## src/rtl/id_ex_operand_stage.sv

```systemverilog
//==============================================================================
// Module      : id_ex_operand_stage
// Description : ID/EX pipeline register with EX/MEM/WB operand forwarding,
//               load-use bubble insertion, back-pressure and flush.
//               Optional macro ID_EX_STALL_CNT_EN adds a saturating stall_cnt.
// Revision    : 1.0 - initial release
//==============================================================================
`default_nettype none

module id_ex_operand_stage #(
    parameter int DW  = 16,
    parameter int AW  = 3,
    parameter int OPW = 4
) (
    input  logic           clk,
    input  logic           rst_n,
    input  logic           id_valid,
    input  logic [AW-1:0]  id_ra,
    input  logic [AW-1:0]  id_rb,
    input  logic           id_use_ra,
    input  logic           id_use_rb,
    input  logic [AW-1:0]  id_rw,
    input  logic           id_we,
    input  logic           id_is_load,
    input  logic           id_use_imm,
    input  logic [DW-1:0]  id_imm,
    input  logic [OPW-1:0] id_alu_op,
    input  logic [DW-1:0]  bus_a,
    input  logic [DW-1:0]  bus_b,
    input  logic [DW-1:0]  ex_result,
    input  logic [AW-1:0]  mem_rw,
    input  logic           mem_we,
    input  logic [DW-1:0]  mem_result,
    input  logic [AW-1:0]  wb_rw,
    input  logic           wb_we,
    input  logic [DW-1:0]  wb_result,
    input  logic           ex_ready,
    input  logic           flush,
`ifdef ID_EX_STALL_CNT_EN
    output logic [15:0]    stall_cnt,
`endif
    output logic           id_ready,
    output logic           ex_valid,
    output logic [DW-1:0]  ex_op_a,
    output logic [DW-1:0]  ex_op_b,
    output logic [DW-1:0]  ex_store_d,
    output logic [AW-1:0]  ex_rw,
    output logic           ex_we,
    output logic           ex_is_load,
    output logic [OPW-1:0] ex_alu_op
);

    localparam logic [0:0] ST_RUN    = 1'b0;
    localparam logic [0:0] ST_BUBBLE = 1'b1;

    logic [0:0]     r_state;
    logic           r_valid;
    logic [DW-1:0]  r_op_a;
    logic [DW-1:0]  r_op_b;
    logic [DW-1:0]  r_store_d;
    logic [AW-1:0]  r_rw;
    logic           r_we;
    logic           r_is_load;
    logic [OPW-1:0] r_alu_op;

    logic           w_hazard;
    logic           w_bubble;
    logic [DW-1:0]  w_fwd_a;
    logic [DW-1:0]  w_fwd_b;

    // A load's data is not available until MEM, so a consumer in decode must wait one cycle.
    assign w_hazard = id_valid & r_valid & r_is_load & r_we & (r_rw != '0)
                    & ((id_use_ra & (id_ra == r_rw)) | (id_use_rb & (id_rb == r_rw)));
    assign w_bubble = w_hazard & (r_state == ST_RUN);
    assign id_ready = ex_ready & ~w_hazard & ~flush;

    always_comb begin
        w_fwd_a = bus_a;
        if (id_ra == '0)
            w_fwd_a = '0;
        else if (r_valid & r_we & ~r_is_load & (r_rw == id_ra))
            w_fwd_a = ex_result;
        else if (mem_we & (mem_rw == id_ra))
            w_fwd_a = mem_result;
        else if (wb_we & (wb_rw == id_ra))
            w_fwd_a = wb_result;
    end

    always_comb begin
        w_fwd_b = bus_b;
        if (id_rb == '0)
            w_fwd_b = '0;
        else if (r_valid & r_we & ~r_is_load & (r_rw == id_rb))
            w_fwd_b = ex_result;
        else if (mem_we & (mem_rw == id_rb))
            w_fwd_b = mem_result;
        else if (wb_we & (wb_rw == id_rb))
            w_fwd_b = wb_result;
    end

    always_ff @(posedge clk) begin
        if (!rst_n) begin
            r_state   <= ST_RUN;
            r_valid   <= 1'b0;
            r_op_a    <= '0;
            r_op_b    <= '0;
            r_store_d <= '0;
            r_rw      <= '0;
            r_we      <= 1'b0;
            r_is_load <= 1'b0;
            r_alu_op  <= '0;
        end else if (flush) begin
            r_state   <= ST_RUN;
            r_valid   <= 1'b0;
            r_we      <= 1'b0;
            r_is_load <= 1'b0;
        end else if (ex_ready) begin
            if (w_hazard) begin
                // Data fields keep their old values; only the control is squashed.
                r_state   <= w_bubble ? ST_BUBBLE : ST_RUN;
                r_valid   <= 1'b0;
                r_we      <= 1'b0;
                r_is_load <= 1'b0;
            end else begin
                r_state   <= ST_RUN;
                r_valid   <= id_valid;
                r_op_a    <= w_fwd_a;
                r_op_b    <= id_use_imm ? id_imm : w_fwd_b;
                r_store_d <= w_fwd_b;
                r_rw      <= id_rw;
                r_we      <= id_valid & id_we;
                r_is_load <= id_valid & id_is_load;
                r_alu_op  <= id_alu_op;
            end
        end
    end

`ifdef ID_EX_STALL_CNT_EN
    logic [15:0] r_stall_cnt;

    always_ff @(posedge clk) begin
        if (!rst_n)
            r_stall_cnt <= '0;
        else if (w_hazard & ex_ready & ~flush & (r_stall_cnt != 16'hFFFF))
            r_stall_cnt <= r_stall_cnt + 16'd1;
    end

    assign stall_cnt = r_stall_cnt;
`endif

    assign ex_valid   = r_valid;
    assign ex_op_a    = r_op_a;
    assign ex_op_b    = r_op_b;
    assign ex_store_d = r_store_d;
    assign ex_rw      = r_rw;
    assign ex_we      = r_we;
    assign ex_is_load = r_is_load;
    assign ex_alu_op  = r_alu_op;

endmodule

`default_nettype wire

```

## config.mk

```make
export PLATFORM = sky130hd
export DESIGN_NAME = id_ex_operand_stage
export DESIGN_NICKNAME = d
export VERILOG_FILES = /design/src/rtl/id_ex_operand_stage.sv
export SDC_FILE = /design/constraint.sdc
export NUM_CORES = 1
export LEC_CHECK = 0
export BUFFER_PORTS_ARGS = -buffer_cell sky130_fd_sc_hd__buf_4
export CAP_MARGIN = 20
export CORE_MARGIN = 2
export CORE_UTILIZATION = 50
export DETAILED_ROUTE_END_ITERATION = 12
export GPL_TIMING_DRIVEN = 0
export PLACE_DENSITY_LB_ADDON = 0.3
export SETUP_SLACK_MARGIN = 0.5
export SYNTH_ARGS = -nofsm -noshare
export SYNTH_HDL_FRONTEND = slang
export SYNTH_SLANG_ARGS = --single-unit
```

## constraint.sdc

```tcl
create_clock -name clk -period 4.7 [get_ports clk]
set_clock_uncertainty 0.2 [all_clocks]
set_input_delay 0 -clock clk [delete_from_list [all_inputs] [get_ports clk]]
set_output_delay 0 -clock clk [all_outputs]
set_load 0.02 [all_outputs]
```

==> impl_metrics.json, run 1 <==
{
  "status": "complete, no violations",
  "syn_avg_cell_area_um2": 7.99,
  "setup_violations": 0,
  "cts_tree": "done",
  "hpwl_mm": 11.6,
  "regArea_um2": 1160,
  "io_pins": 186,
  "finalCriticalPeriod_ns": 3.56,
  "power.leakage_nw": 2.65,
  "r2r-end": "ex_we$_SDFFE_PP0P_",
  "whs_ns": 0.0201,
  "grt_busiest_layer": "met2",
  "place_worst_setup_slack_ns": 2.11,
  "finalCritPeriodShare": 0.758,
  "critPathLaunchType": "flop",
  "cp_max_fo": 10,
  "grt_first_pass_wirelength_mm": 27.3,
  "cp_cell_sequence": "xor2_1 -> nor4b_1 -> o21ai_1 -> clkbuf_1 -> buf_2 -> nand4_1 -> dlygate4sd3_1 -> a21oi_1 -> dlygate4sd3_1",
  "antenna_cells": 0,
  "root_buffer": "clkbuf_8",
  "yosysWarnings": 0,
  "endpoint_kind": "flop",
  "cap_violations": 0,
  "layout-drive-gt1-share": 0.307,
  "hold_start": "mem_result[13]",
  "synth_area_um2": 3750,
  "synth_edf_count": 0,
  "grt_setup_unrepaired": "no",
  "synthCells": 469,
  "cts_hold_buf": 77,
  "core.rowCount": 31,
  "required_ns": 4.77,
  "crit_family": "buffers and inverters",
  "viasPerCell": 6.35,
  "slew_headroom": 0.285,
  "met1_usage": 0.498,
  "ys.flop_type": "dfxtp_1",
  "cp.arrival_ns": 3.64,
  "io_buffers": 183,
  "h-tree-depth": 3,
  "setup_ws_ns": 1.14,
  "worst-path-buf-inv": 4,
  "crit_slowest_cell": "dlygate4sd3_1",
  "grt_max_degree": 11,
  "grt-ovfl-total": 0,
  "final_antenna_net_count": 0,
  "holdPathStages": 4,
  "fill_cells": 395,
  "nets": 868,
  "fp.coreArea_um2": 7250,
  "reg2regPathDepth": 9,
  "synthArstFlopShare": 0,
  "setup_tns_ns": 0,
  "clk_pin_slew_ns": 0.07,
  "grt_pass1_vias": 5188,
  "r2r_setup_slack_ns": 1.14,
  "cts.sinks": 58,
  "wire_per_inst_um": 21.0,
  "place_congestion": 0.900,
  "whs_endpoint": "ex_store_d[13]$_SDFFE_PN0P_",
  "max_freq_ghz": 0.281,
  "syn_nets": 596,
  "clockBufferDepth": 2,
  "cts_setup_buffers": 0,
  "synth.distinct_cells": 38,
  "antenna_found_initial": 0,
  "crit_path_frequent_cell": "dlygate4sd3_1",
  "hold_viol_final": 0,
  "post_cts_resized": 0,
  "r2r_start": "ex_rw[2]$_SDFFE_PN0P_",
  "die_width_um": 90.6,
  "die_h_um": 90.6,
  "final_util": 0.856,
  "area_growth_pct": 65.6,
  "powerDensity_nw_per_um2": 242,
  "finalMaxSlewViolations": 0,
  "drt_first_pass_iters": 7,
  "critPathKind": "flop to flop",
  "cts_buffers": 9,
  "met3_usage": 0.0910,
  "min_path_type": "primary input to flop",
  "synth.yosys.seq_area_share": 0.310,
  "wl_mm": 17.7,
  "multiInputGateArea_um2": 2320,
  "dieArea_um2": 8200,
  "insertion_delay_ns": 0.34,
  "drt_iter0_drc": 781,
  "met2_usage": 0.710,
  "via_count": 5365,
  "worstMarginPinSlew_ns": 1.06,
  "initial_core_util": 0.517,
  "ir_worst_vdd_v": 0.000190,
  "ys_seq_elements": 58,
  "route.detailed.drc": 0,
  "grt_use_total": 0.420,
  "critPathMaxStageDelay_ns": 0.62
}
[flip-flops by register name, summed over array words and instances (netlist names)]
signal / flops
ex_we: 1
ex_alu_op: 4
ex_store_d: 16
ex_valid: 1
ex_op_b: 16
ex_rw: 3
ex_op_a: 16
ex_is_load: 1
[report_power, final]
group | switching, mW | internal [mW]
clock | 0.223 | 0.241
combinational | 0.249 | 0.242
sequential | 0.0227 | 0.520
total | 0.495 | 1.00
[area by class of cell]
class,instances,area share
plain buffers,45,0.0319
clock inverters,6,0.00927
inverters,18,0.0109
clock buffers,10,0.0206
repair buffers,261,0.346
flip-flops and latches,58,0.187
multi-input cells,348,0.374
well taps,99,0.0200
[placed cells by master (no fill, tap or decap), types with 2 or more instances in the layout]
cell,netlist,final
a22o_1,16,16
a211oi_1,6,6
buf_6,2,2
nand2_1,65,65
dlygate4sd3_1,0,77
nand4_1,5,5
nor4_1,18,18
a211oi_2,10,10
o2bb2ai_1,16,16
buf_4,1,184
nor3_1,20,20
a21oi_1,19,19
nor4b_1,2,2
o221a_2,6,6
clkbuf_8,0,9
a221oi_2,2,2
o31a_1,16,16
or4b_1,3,3
clkinv_2,0,4
nand2b_1,3,3
o31ai_1,16,16
inv_1,18,18
buf_2,8,8
mux2i_1,7,7
and4_1,2,2
xnor2_1,6,6
o311ai_0,15,15
clkbuf_1,34,35
xor2_1,12,12
a221oi_1,14,14
nor2_1,51,51
dfxtp_1,58,58
o221a_1,10,10
[cell families (layout without fill, tap and decap cells)]
logic type / count (synthesis) / count (layout) / synth area share
xor gates and xnor gates: 18 / 18 / 0.0421
DFF: 58 / 58 / 0.310
buffers and inverters: 63 / 340 / 0.0708
AOI/OAI and AO/OA: 149 / 149 / 0.344
muxes: 7 / 7 / 0.0187
and+or+nand+nor: 174 / 174 / 0.214
[how the worst max path moves through the flow]
stage                     depth (start not counted)  slack (ns)                  start                        to
after floorplan                                   7        2.44  ex_rw[0]$_SDFFE_PN0P_  ex_op_b[14]$_SDFFE_PN0P_
after global placement                            7        2.15  ex_rw[0]$_SDFFE_PN0P_  ex_op_b[14]$_SDFFE_PN0P_
after detailed placement                          7        2.11  ex_rw[2]$_SDFFE_PN0P_  ex_op_b[14]$_SDFFE_PN0P_
after CTS                                         9        1.39  ex_rw[2]$_SDFFE_PN0P_   ex_is_load$_SDFFE_PP0P_
after global routing                              9        1.03  ex_rw[2]$_SDFFE_PN0P_        ex_we$_SDFFE_PP0P_
final                                             9        1.14  ex_rw[2]$_SDFFE_PN0P_        ex_we$_SDFFE_PP0P_
[synth_stat cells (all sizes together) (5+ instances only)]
cell type  number  area share
nand2          65       0.065
dfxtp          58        0.31
nor2           51       0.051
clkbuf         34       0.034
nor3           20       0.027
a21oi          19       0.025
inv            18       0.018
nor4           18       0.030
a211oi         16       0.045
a221oi         16       0.041
a22o           16       0.037
o221a          16       0.048
o2bb2ai        16       0.037
o311ai         16       0.037
o31a           16       0.037
o31ai          16       0.032
xor2           12       0.028
buf            11       0.019
mux2i           7       0.019
xnor2           6       0.014
nand4           5      0.0083
[worst reg2reg max path, stage by stage (launching register included)]
cell and delay [ns]:
dfxtp_1 0.48, xor2_1 0.33, nor4b_1 0.10, o21ai_1 0.30, clkbuf_1 0.35, buf_2 0.29
nand4_1 0.12, dlygate4sd3_1 0.59, a21oi_1 0.13, dlygate4sd3_1 0.62
[routing by layer]
layer  share of wire  wire, um
met4           0.060      1070
met5               0         0
met3            0.12      2180
met1            0.35      6270
met2            0.46      8230
[per-stage QoR]
| stage | power, mW | instance area, um^2 | std cells |
|---|---|---|---|
| 2_1_floorplan | 0.757 | 3750 | 469 |
| 3_3_place_gp | 0.945 | 5250 | 751 |
| 3_5_place_dp | 0.954 | 5250 | 751 |
| 4_1_cts | 1.45 | 6200 | 844 |
| 5_1_grt | 1.54 | 6210 | 845 |
| 6_report | 1.50 | 6210 | 845 |
(Power assumes the default switching activity.)
==> run 2, diff against run 1 <==
- CORE_UTILIZATION: 50 -> 47
- clock period: 4.7 -> 3.35 ns (I/O delays scaled with it)
==> run 2 against run 1 <==
  * Die area grew 6.1%
  * Fmax grew 23%
  * Final area shrank 0.44%
==> impl_metrics.json, run 2 (synthesis gave the netlist of run 1 again) <==
{
  "status": "complete, no violations",
  "p_int_mw": 1.47,
  "die_width_um": 93.3,
  "final_antenna_net_count": 0,
  "power.leakage_nw": 2.61,
  "nets": 859,
  "drt_iter0_drc": 525,
  "drt_first_pass_iters": 7,
  "placed_area_um2": 5250,
  "die_h_um": 93.3,
  "clk_pin_slew_ns": 0.08,
  "cp_max_fo": 10,
  "max_freq_ghz": 0.344,
  "finalInstanceArea_um2": 6180,
  "wl_mm": 16.5,
  "final_common_cell": "buf_4",
  "finalCriticalPeriod_ns": 2.90,
  "grt_setup_unrepaired": "yes",
  "fp.coreArea_um2": 7730,
  "antenna_found_initial": 0,
  "ir_worst_vdd_v": 0.000258,
  "cap_violations": 0,
  "dieArea_um2": 8700,
  "viasPerCell": 6.11,
  "antenna_cells": 0,
  "switching_share": 0.318,
  "powerDensity_nw_per_um2": 349,
  "initial_core_util": 0.485,
  "h-tree-depth": 3,
  "r2r_start": "ex_rw[1]$_SDFFE_PN0P_",
  "seqPwrFrac": 0.352,
  "layout-drive-gt1-share": 0.318,
  "hold_viol_final": 0,
  "critPathLaunchType": "flop",
  "via_count": 5123,
  "setup_tns_ns": 0,
  "io_buffers": 183,
  "hold_start": "bus_a[8]",
  "comb_power_share": 0.304,
  "r2r-end": "ex_op_a[10]$_SDFFE_PN0P_",
  "r2r_setup_slack_ns": 0.45,
  "core.rowCount": 32,
  "clkPwrFrac": 0.343,
  "cp.arrival_ns": 2.98,
  "required_ns": 3.43,
  "wire_per_inst_um": 19.7,
  "root_buffer": "clkbuf_8",
  "hpwl_mm": 11.5,
  "worstMarginPinSlew_ns": 0.665,
  "setup_violations": 0,
  "switching_power_mw": 0.685,
  "area_growth_pct": 64.9,
  "final_util": 0.800,
  "grt_pass1_vias": 4962,
  "startpoint": "ex_rw[1]$_SDFFE_PN0P_",
  "slew_headroom": 0.555,
  "reg2regPathDepth": 7,
  "cts_tree": "done",
  "grt-ovfl-total": 0,
  "holdPathStages": 4,
  "power.total_mw": 2.16,
  "endpoint_kind": "flop",
  "critPathKind": "flop to flop",
  "grt_max_degree": 12,
  "whs_endpoint": "ex_op_a[8]$_SDFFE_PN0P_",
  "grt_use_total": 0.369,
  "finalMaxSlewViolations": 0,
  "cts_buffers": 9,
  "place_congestion": 0.952,
  "clockBufferDepth": 2,
  "grt_first_pass_wirelength_mm": 25.1,
  "whs_ns": 0.00774,
  "min_path_type": "primary input to flop",
  "cts.sinks": 58,
  "insertion_delay_ns": 0.34,
  "io_pins": 186,
  "layout_common_cells": "185 x buf_4, 68 x dlygate4sd3_1, 65 x nand2_1, 57 x dfxtp_1, 51 x nor2_1",
  "finalCritPeriodShare": 0.867,
  "route.detailed.drc": 0
}
==> run 2: cell types whose count changed in the layout (fill, tap and decap cells not counted), sizes merged <==
cell and change:
buf +1, bufinv +1, clkbuf -1, clkinv -3
clkinvlp +2, dlygate4sd3 -9
==> run 2: worst max path at each step <==
stage                                to  slack, ns  depth (start not counted)
3_3_place_gp   ex_op_b[14]$_SDFFE_PN0P_       0.79                          7
5_1_grt              ex_we$_SDFFE_PP0P_       0.38                          8
2_1_floorplan  ex_op_b[14]$_SDFFE_PN0P_       1.09                          7
4_1_cts         ex_is_load$_SDFFE_PP0P_       0.60                          8
6_report       ex_op_a[10]$_SDFFE_PN0P_       0.45                          7
3_5_place_dp   ex_op_b[14]$_SDFFE_PN0P_       0.75                          7
==> run 2: power groups by stage <==
stage,registers [mW],clock network [mW],logic [mW]
final,0.760,0.740,0.656
after global routing,0.762,0.763,0.695
after CTS,0.757,0.729,0.631
after detailed placement,0.772,0,0.567
after global placement,0.771,0,0.557
after floorplan,0.816,0,0.247
==> run 2: repair_timing <==
item                       CTS  global route
hold endpoints to repair    58             0
hold buffers                68             0
setup endpoints to repair    0            15
gates resized for setup      0             6
setup buffers                0             1
==> run 2: critical path, cell delays in order, from the launching register on <==
cell      delay [ns]
dfxtp_1         0.49
xor2_1          0.16
nor4b_1         0.38
o21ai_1         0.23
buf_4           0.19
a31oi_1         0.44
clkbuf_1        0.51
a22o_1          0.23
==> run 2: cell type report <==
class                      count  area (um^2)
multi-input combinational    348         2340
timing repair buffer         252         2060
fill                         486         1550
sequential                    58         1160
buffer                        45          199
clock buffer                  10          128
tap                          102          128
clock inverter                 6         91.3
inverter                      18         67.6
==> run 2: stage by stage <==
step	setup slack, ns	std cells
after floorplan	1.09	469
after global placement	0.787	754
after detailed placement	0.745	754
after CTS	0.601	838
after global routing	0.379	839
final	0.447	839
==> run 2: metal layers <==
metal	wire length, um	GRT usage
met2	7620	0.601
met3	1920	0.0822
met1	6260	0.475
met4	689	0.146
met5	0	0
==> run 3, diff against run 2 <==
- ABC_AREA: default -> 1
- CORE_UTILIZATION: 47 -> 49
==> run 3 against run 2 <==
  * Flip-flop and latch count unchanged
  * Global-route usage decreased by 4.0 points
  * Synthesized cell count increased by 65%
  * Routed wire length decreased by 0.24%
  * Combinational power increased by 12%
  * Core utilization decreased by 0.90 points
  * Largest power group unchanged
  * Highest routed layer unchanged
  * Cell count increased by 38%
  * Synthesized area increased by 18%
  * Critical path type unchanged
  * Non-clock buffer count increased by 6
  * The flow now finishes with violations (negative hold slack)
==> impl_metrics.json, run 3 <==
{
  "ir_worst_vdd_v": 0.000354,
  "antenna_cells": 0,
  "setup_tns_ns": 0,
  "layout-drive-gt1-share": 0.240,
  "grt_use_total": 0.330,
  "synthCells": 776,
  "whs_ns": -0.0166,
  "place_congestion": 0.942,
  "ys_top_cells_by_count": "229 x nand2_1, 138 x inv_1, 99 x nand3_1",
  "setup_violations": 0,
  "ys_seq_elements": 58,
  "final_antenna_net_count": 0,
  "syn_nets": 903,
  "synthArstFlopShare": 0,
  "synth.yosys.seq_area_share": 0.262,
  "grt_setup_unrepaired": "no",
  "initial_core_util": 0.506,
  "final_common_cell": "nand2_1",
  "place_worst_setup_slack_ns": 1.39,
  "synth_most_common_cell": "nand2_1",
  "hold_viol_final": 2,
  "power.leakage_nw": 3.85,
  "cp_max_fo": 9,
  "worstMarginPinSlew_ns": 0.590,
  "fill_cells": 641,
  "core.rowCount": 34,
  "ys.flop_type": "dfxtp_1",
  "cts.sinks": 58,
  "via_count": 6141,
  "yosys.area.top_type": "dfxtp_1",
  "io_pins": 186,
  "required_ns": 3.38,
  "finalMaxSlewViolations": 0,
  "grt-ovfl-total": 0,
  "grt_max_degree": 11,
  "root_buffer": "clkbuf_8",
  "powerDensity_nw_per_um2": 313,
  "hpwl_mm": 11.1,
  "antenna_found_initial": 0,
  "viasPerCell": 5.29,
  "min_path_type": "primary input to flop",
  "wire_per_inst_um": 14.2,
  "clockBufferDepth": 2,
  "io_buffers": 184,
  "cts_tree": "done",
  "endpoint_kind": "flop",
  "cp_cell_sequence": "inv_1 -> nand2_2 -> nand2_4 -> nand4_1 -> nand2_1 -> nand2_2 -> nand3_1 -> inv_1 -> nand2_1 -> dlygate4sd3_1 -> a21oi_1 -> dlygate4sd3_1",
  "critPathMaxStageDelay_ns": 0.55,
  "setup_ws_ns": 0.603,
  "syn_avg_cell_area_um2": 5.71,
  "synth.distinct_cells": 29,
  "yosysWarnings": 0,
  "nets": 1175,
  "status": "finished, violations left",
  "cts_buffers": 9,
  "critPathKind": "flop to flop",
  "die_width_um": 99.1,
  "grt_pass1_vias": 5977,
  "finalCritPeriodShare": 0.820,
  "slew_headroom": 0.607,
  "insertion_delay_ns": 0.34,
  "synth_area_um2": 4430,
  "synth_area_leaders": "dfxtp_1 26%, nand2_1 19%, inv_1 12%, nand3_1 11%, a21oi_1 6.5%",
  "drt_first_pass_iters": 6,
  "area_growth_pct": 56.2,
  "critPathLaunchType": "flop",
  "holdPathStages": 7,
  "route.detailed.drc": 0,
  "violations": "negative hold slack",
  "reg2regPathDepth": 12,
  "regArea_um2": 1160,
  "grt_first_pass_wirelength_mm": 26.4,
  "finalCriticalPeriod_ns": 2.75,
  "wl_mm": 16.5,
  "synth_edf_count": 0,
  "crit_slowest_cell": "dlygate4sd3_1",
  "die_h_um": 99.1,
  "drt_iter0_drc": 369,
  "clk_pin_slew_ns": 0.06,
  "dieArea_um2": 9830,
  "finalInstanceArea_um2": 6930,
  "cp.arrival_ns": 2.78,
  "max_freq_ghz": 0.364,
  "power.total_mw": 2.17,
  "multiInputGateArea_um2": 2470,
  "placed_area_um2": 5950,
  "yosys.area.top_type_share": 0.262,
  "layout_common_cells": "229 x nand2_1, 194 x buf_4, 138 x inv_1, 99 x nand3_1, 77 x dlygate4sd3_1",
  "cap_violations": 0,
  "h-tree-depth": 3,
  "fp.coreArea_um2": 8760
}
-- run 3: changes by cell type in the layout (fill, tap and decap cells not counted), moves of 16 or more --
cell       before  now
o31a_1         16    0
nor4_1         16    0
clkbuf_1       34   14
nand4_1         5   35
nor3_1         20    1
inv_1          18  138
a21oi_1        19   58
o2bb2ai_1      16    0
o21ai_0         0   22
a22o_1         16    0
o31ai_1        16    0
nand2_1        65  229
nand3_1         1   99
-- run 3: cells by family (layout without fill, tap and decap cells) --
| kind of cell | count (synthesis) | in the layout | synth area share |
|---|---|---|---|
| AO/OA/AOI/OAI | 84 | 84 | 0.0959 |
| XOR/XNOR | 4 | 4 | 0.00790 |
| buffers and inverters | 192 | 468 | 0.181 |
| flip-flops | 58 | 58 | 0.262 |
| AND/OR/NAND/NOR | 438 | 438 | 0.453 |
-- run 3: what timing repair did --
item,CTS,global route
hold endpoints to repair,58,0
resized for setup,0,2
setup buffers,0,0
setup endpoints to repair,0,2
hold buffers,77,0
-- run 3: power by group --
part	leakage [nW]	internal, mW	total (mW)	switching, mW
logic	3.27	0.342	0.734	0.392
registers	0.477	0.733	0.759	0.0263
clock network	0.106	0.399	0.672	0.273
total	3.85	1.47	2.17	0.692
-- run 3: final timing paths --
| path | from | to | slack [ns] |
|---|---|---|---|
| max | ex_rw[2]$_SDFFE_PN0P_ | ex_is_load$_SDFFE_PP0P_ | 0.60 |
| min | bus_b[12] | ex_store_d[12]$_SDFFE_PN0P_ | -0.02 |
| max reg2reg | ex_rw[2]$_SDFFE_PN0P_ | ex_is_load$_SDFFE_PP0P_ | 0.60 |
| min reg2reg | ex_alu_op[2]$_SDFFE_PN0P_ | ex_alu_op[2]$_SDFFE_PN0P_ | 0.27 |
-- run 3: through the flow --
step           cells   util  hold slack [ns]
3_5_place_dp    1068  0.679           0.0610
2_1_floorplan    776      -          -0.0583
5_1_grt         1160  0.791           0.0145
4_1_cts         1160  0.790          0.00145
3_3_place_gp    1068  0.679           0.0555
6_report        1160  0.791          -0.0166
-- run 3: final cells by class --
type,instances,area share
inverter,150,0.0813
clock inverter,2,0.00506
clock buffer,13,0.0244
timing repair buffer,261,0.311
buffer,42,0.0349
sequential,58,0.168
tap,108,0.0195
multi-input combinational,526,0.356
-- run 3: routing by layer --
| metal | track usage | vias to the layer above | wire length, um |
|---|---|---|---|
| met5 | 0 | - | 0 |
| met4 | 0.136 | 0 | 669 |
| met3 | 0.0710 | 62 | 1310 |
| met2 | 0.612 | 324 | 8330 |
| met1 | 0.362 | 2778 | 6150 |
| li1 | - | 2977 | - |
-- run 3: worst max-delay path, delay by kind of cell, from the launching register on --
| family | cells | cell delay (ns) |
|---|---|---|
| simple gates | 7 | 0.70 |
| buf+inv | 4 | 1.31 |
| compound gates | 1 | 0.07 |
| flops | 1 | 0.35 |
